`src/rtl/mcash_ch_req_gen.sv`:
```
// mcash channel request initiator: issues a programmed write/read burst
// with a deterministic data pattern and checks every read return.
module mcash_ch_req_gen #(
  parameter int unsigned NUM_REQ         = 16,
  parameter int unsigned MAX_OUTSTANDING = 4,
  parameter logic [27:0] BASE_ADDR       = 28'h0000000
) (
  input  logic         clk_i,
  input  logic         rst_ni,
  input  logic         start_i,
  input  logic [1:0]   mode_i,
  output logic         req_valid_o,
  input  logic         req_allowIn_i,
  output logic [2:0]   req_op_o,
  output logic [27:0]  req_addr_o,
  output logic [127:0] req_data_o,
  input  logic         rtn_valid_i,
  output logic         rtn_ready_o,
  input  logic [127:0] rtn_data_i,
  output logic         busy_o,
  output logic         done_o,
  output logic [15:0]  err_cnt_o,
  output logic [27:0]  first_err_addr_o
);

  localparam logic [2:0] S_IDLE  = 3'd0;
  localparam logic [2:0] S_WR    = 3'd1;
  localparam logic [2:0] S_RD    = 3'd2;
  localparam logic [2:0] S_DRAIN = 3'd3;
  localparam logic [2:0] S_DONE  = 3'd4;

  localparam logic [15:0] LAST = 16'(NUM_REQ - 1);
  localparam logic [3:0]  MAXO = 4'(MAX_OUTSTANDING);

  function automatic logic [127:0] pat(input logic [27:0] a);
    logic [31:0] w;
    w = {a, 4'h0};
    return {~w, w, ~w, w};
  endfunction

  logic [2:0]  state_q, state_d;
  logic        rd_after_q, rd_after_d;
  logic [15:0] idx_q, idx_d;
  logic [15:0] rk_q, rk_d;
  logic [3:0]  out_q, out_d;
  logic [15:0] err_q, err_d;
  logic [27:0] ferr_q, ferr_d;
  logic        done_q, done_d;

  logic        in_wr, in_rd, req_hs, start_acc;
  logic        inc, dec, bad, last;
  logic [27:0] cur_addr, exp_addr, bad_addr;
  logic [15:0] err_base;
  logic [27:0] ferr_base;

  // Request side and status outputs, decoded from the current state
  always_comb begin
    in_wr       = (state_q == S_WR);
    in_rd       = (state_q == S_RD);
    cur_addr    = BASE_ADDR + 28'(idx_q);
    req_valid_o = in_wr | (in_rd & (out_q < MAXO));
    req_op_o    = in_wr ? 3'b001 : 3'b000;
    req_addr_o  = (in_wr | in_rd) ? cur_addr : 28'h0;
    req_data_o  = in_wr ? pat(cur_addr) : 128'h0;
    rtn_ready_o = 1'b1;
    busy_o      = in_wr | in_rd | (state_q == S_DRAIN);
    done_o      = done_q;
    err_cnt_o   = err_q;
    first_err_addr_o = ferr_q;
  end

  // Handshakes, return checking and next-state computation
  always_comb begin
    req_hs    = req_valid_o & req_allowIn_i;
    start_acc = start_i & (state_q == S_IDLE);
    last      = (idx_q == LAST);
    inc       = in_rd & req_hs;
    dec       = rtn_valid_i & (out_q != 4'd0);
    exp_addr  = BASE_ADDR + 28'(rk_q);
    bad       = rtn_valid_i &
                ((out_q == 4'd0) | (rtn_data_i != pat(exp_addr)));
    bad_addr  = (out_q == 4'd0) ? 28'h0 : exp_addr;

    err_base  = start_acc ? 16'h0 : err_q;
    ferr_base = start_acc ? 28'h0 : ferr_q;
    err_d     = err_base;
    ferr_d    = ferr_base;
    if (bad) begin
      if (err_base != 16'hFFFF) err_d = err_base + 16'd1;
      if (err_base == 16'h0)    ferr_d = bad_addr;
    end

    unique case ({inc, dec})
      2'b10:   out_d = out_q + 4'd1;
      2'b01:   out_d = out_q - 4'd1;
      default: out_d = out_q;
    endcase

    rk_d = start_acc ? 16'h0 : (dec ? rk_q + 16'd1 : rk_q);

    idx_d = idx_q;
    if (start_acc)   idx_d = 16'h0;
    else if (req_hs) idx_d = last ? 16'h0 : idx_q + 16'd1;

    state_d    = state_q;
    rd_after_d = rd_after_q;
    case (state_q)
      S_IDLE: if (start_i) begin
        rd_after_d = (mode_i == 2'b10);
        state_d    = mode_i[0] ? S_RD : S_WR;
      end
      S_WR:    if (req_hs && last) state_d = rd_after_q ? S_RD : S_DONE;
      S_RD:    if (req_hs && last) state_d = S_DRAIN;
      S_DRAIN: if (out_q == 4'd0)  state_d = S_DONE;
      S_DONE:  state_d = S_IDLE;
      default: state_d = S_IDLE;
    endcase

    done_d = start_acc ? 1'b0 : done_q;
    if (state_d == S_DONE) done_d = 1'b1;
  end

  // State registers; reset aborts any burst in flight
  always_ff @(posedge clk_i or negedge rst_ni) begin
    if (!rst_ni) begin
      state_q    <= S_IDLE;
      rd_after_q <= 1'b0;
      idx_q      <= 16'h0;
      rk_q       <= 16'h0;
      out_q      <= 4'd0;
      err_q      <= 16'h0;
      ferr_q     <= 28'h0;
      done_q     <= 1'b0;
    end else begin
      state_q    <= state_d;
      rd_after_q <= rd_after_d;
      idx_q      <= idx_d;
      rk_q       <= rk_d;
      out_q      <= out_d;
      err_q      <= err_d;
      ferr_q     <= ferr_d;
      done_q     <= done_d;
    end
  end

endmodule

```
`config.mk`:
```
export PLATFORM = sky130hd
export DESIGN_NAME = mcash_ch_req_gen
export DESIGN_NICKNAME = d
export VERILOG_FILES = /design/src/rtl/mcash_ch_req_gen.sv
export SDC_FILE = /design/constraint.sdc
export NUM_CORES = 1
export LEC_CHECK = 0
export BUFFER_PORTS_ARGS = -buffer_cell sky130_fd_sc_hd__buf_2
export CAP_MARGIN = 20
export CELL_PAD_IN_SITES_DETAIL_PLACEMENT = 0
export CELL_PAD_IN_SITES_GLOBAL_PLACEMENT = 2
export CORE_MARGIN = 2
export CORE_UTILIZATION = 26
export CTS_CLUSTER_DIAMETER = 40
export DETAILED_ROUTE_END_ITERATION = 12
export GPL_TIMING_DRIVEN = 0
export PLACE_DENSITY_LB_ADDON = 0.15
export SLEW_MARGIN = 15
export SYNTH_ARGS = -nofsm -noshare
export SYNTH_HDL_FRONTEND = slang
export SYNTH_SLANG_ARGS = --single-unit
```
`constraint.sdc`:
```
create_clock -name clk_i -period 5.8 [get_ports clk_i]
set_clock_uncertainty 0.05 [all_clocks]
set_input_delay 0.58 -clock clk_i [delete_from_list [all_inputs] [get_ports clk_i]]
set_output_delay 0.58 -clock clk_i [all_outputs]
set_load 0.01 [all_outputs]
```
==> impl_metrics.ini <==
[floorplanning]
initial_utilization_pct = 26.2
chipHeight_microns = 157
fp.dieW_microns = 157
coreArea_sq_um = 23300
num_rows = 56
ios = 342
die_area_sq_um = 24700

[clock_network]
cts_tree = built
cts.sinks = 85
insertion_delay_ns = 0.36
cts_buffers = 9
cts-resized-gates = 0
h-tree-depth = 3
post-cts-setup-buffer-count = 0
clock_path_buffers = 2
postCtsHoldBufs = 0
clk_pin_slew_ns = 0.08
cts_root_buffer = clkbuf_16

[power]
pwr-share-seq_pct = 27.7
power_density_nw_per_um2 = 323
switching_power_mw = 1.12
combPwrFrac_pct = 50.7
clkPwrFrac_pct = 21.6
p_leak_nw = 4.69
p_sw_share_pct = 40.9
p_int_mw = 1.62
ir_drop_mv = 0.167

[timing]
worst_slew_pin_slew_ns = 1.09
rsz0062_at_grt = false
setup_slack_ns = 1.78
finalMaxSlewViolations = 0
setup_violations = 0
relSlewSlack_pct = 27.0
final_hold_viol_count = 0
timing.fmax_mhz = 249
min_period_ns = 4.02
fin_crit_sh_pct = 69.3
fin_setup_tns_ns = 0
whs_ns = 0.191

[synthesis]
synth_edf_count = 0
synth_top_flop_cell = dfrtp_1
ys_types = 52
ys.warnings.count = 0
avgSynthCellArea_sq_um = 8.62
syn_inst = 707
ys_ff_latch = 85
async_reset_ff_share_pct = 100
yosysSeqAreaShare_pct = 34.9
synth_area_sq_um = 6090

[critical_path]
slowest_delay_ns = 0.59
cp-end-kind = flip-flop
crit_arrival_ns = 4.22
worstSetupPathType = reg2reg
path_cells = clkbuf_1 -> or4b_1 -> clkbuf_1 -> clkbuf_1 -> nand2_1 -> inv_1 -> ha_1 -> and3_1 -> and4_1 -> nand2_1 -> or3_1 -> nand2_1 -> nor2_1 -> mux2_2
cp_slowest_cell = clkbuf_1
critPathLaunchType = flip-flop
worstPathMaxFanout = 10
timing.rr.end = err_cnt_o[1]
critPathRequiredTime_ns = 6.00
timing.rr.start = state_q[2]
r2r_slack_ns = 1.78
reg2reg_depth = 14

[placed_design]
portBuffers = 293
globalplace.congestion = 0.738
place_area_sq_um = 8200
place_inst = 1367
pre_cts_ws_ns = 1.72
hpwl_microns = 15600

[flow_run]
drv_cap = 0

[grt]
antenna_found_initial = 0
grt_max_degree = 47
grt_pass1_vias = 5461
grt.total_usage_pct = 15.9
grt_pass1_wl_microns = 30600
grt_overflow = 0

[routing]
drtPass1Iterations = 6
wl_per_cell_microns = 14.4
finalWirelength_microns = 19900
vias = 5869
drc = 0
antenna_left = 0
drt_iter0_drc = 189
vias_per_cell = 4.24

[layout]
area_growth_syn_to_layout_pct = 39.4
drive_gt1_share_pct = 41.6
final_common_cell = buf_2
design_area_sq_um = 8490
layout_common_cells = 298 x buf_2, 118 x buf_4, 85 x dfrtp_1
antenna_cells = 0
post_layout_nonfiller_instances = 1383
layout.nets = 1202

[outcome]
outcome = finished, final reports clean

[min_path]
hold_path.class = in2async
per-stage QoR:
stage	utilization, %	power (mW)
detailed placement	35.2	2.19
global placement	34.9	2.19
global route	36.5	2.98
finish	36.5	2.74
floorplan	-	1.66
CTS	36.5	2.79
how the worst max path moves through the flow:
stage | start | to | slack, ns | cells past startpoint
2_1_floorplan | start_i | err_cnt_o[11] | 2.59 | 13
3_3_place_gp | start_i | err_cnt_o[1] | 1.74 | 14
3_5_place_dp | start_i | err_cnt_o[1] | 1.72 | 14
4_1_cts | state_q[2] | err_cnt_o[1] | 1.75 | 14
5_1_grt | state_q[2] | err_cnt_o[1] | 1.48 | 14
6_report | state_q[2] | err_cnt_o[1] | 1.78 | 14
synth_stat cells (15+ instances only):
library cell / count / area (sq um)
a21oi_1: 17 / 85.1
a32o_1: 16 / 160
and2_1: 31 / 194
and3_1: 23 / 144
buf_4: 116 / 871
clkbuf_1: 28 / 105
dfrtp_1: 85 / 2130
nand2_1: 60 / 225
nand2b_1: 17 / 106
nand3_1: 15 / 75.1
nand4_1: 18 / 113
nor2_1: 65 / 244
nor4_1: 17 / 106
o21ai_0: 19 / 95.1
xnor2_1: 27 / 236
xor2_1: 34 / 298
flip-flops by register name, summed over array words and instances (netlist names):
name	count
err_cnt_o	16
first_err_addr_o	28
rd_after_q	1
idx_q	16
state_q	3
rk_q	16
out_q	4
done_o	1
layer usage:
layer / vias to the layer above / share of wire, % / global-route usage, %
li1: 2991 / - / -
met1: 2665 / 44 / 20.2
met2: 191 / 48 / 27.1
met3: 22 / 6.5 / 3.91
met4: 0 / 1.6 / 4.11
met5: - / 0 / 0
critical path: cells and delay by family, from the launching register on:
family	cells	cell delay, ns
multiplexers	1	0.28
adder cells (fa/ha/maj)	1	0.15
buffers and inverters	4	1.32
flip-flops	1	0.33
AND/OR/NAND/NOR	8	1.77
power by group through the flow:
stage / clock (mW) / sequential, mW / combinational, mW
floorplan: 0 / 0.763 / 0.900
global placement: 0 / 0.770 / 1.42
detailed placement: 0 / 0.773 / 1.41
CTS: 0.612 / 0.762 / 1.42
global route: 0.640 / 0.779 / 1.56
finish: 0.592 / 0.761 / 1.39
cell families (layout without fill, tap and decap cells):
logic type | Yosys count | in the layout | share of synthesized area (%)
xor+xnor | 61 | 61 | 8.77
fa+ha+maj | 8 | 8 | 1.77
other cells | 2 | 47 | 0.123
flops | 85 | 85 | 34.9
mux | 5 | 5 | 0.842
simple gates | 311 | 311 | 28.0
compound gates | 74 | 74 | 8.24
buf+inv | 161 | 473 | 17.3
layout make-up:
| type | instances | area (sq um) |
|---|---|---|
| Fill cell | 2485 | 14800 |
| Multi-Input combinational cell | 506 | 3090 |
| Sequential cell | 85 | 2130 |
| Timing Repair Buffer | 296 | 1520 |
| Buffer | 151 | 1020 |
| Tap cell | 319 | 399 |
| Clock buffer | 9 | 225 |
| Clock inverter | 7 | 70.1 |
| Inverter | 10 | 37.5 |
Note: power is estimated with default switching activity, not from simulation.
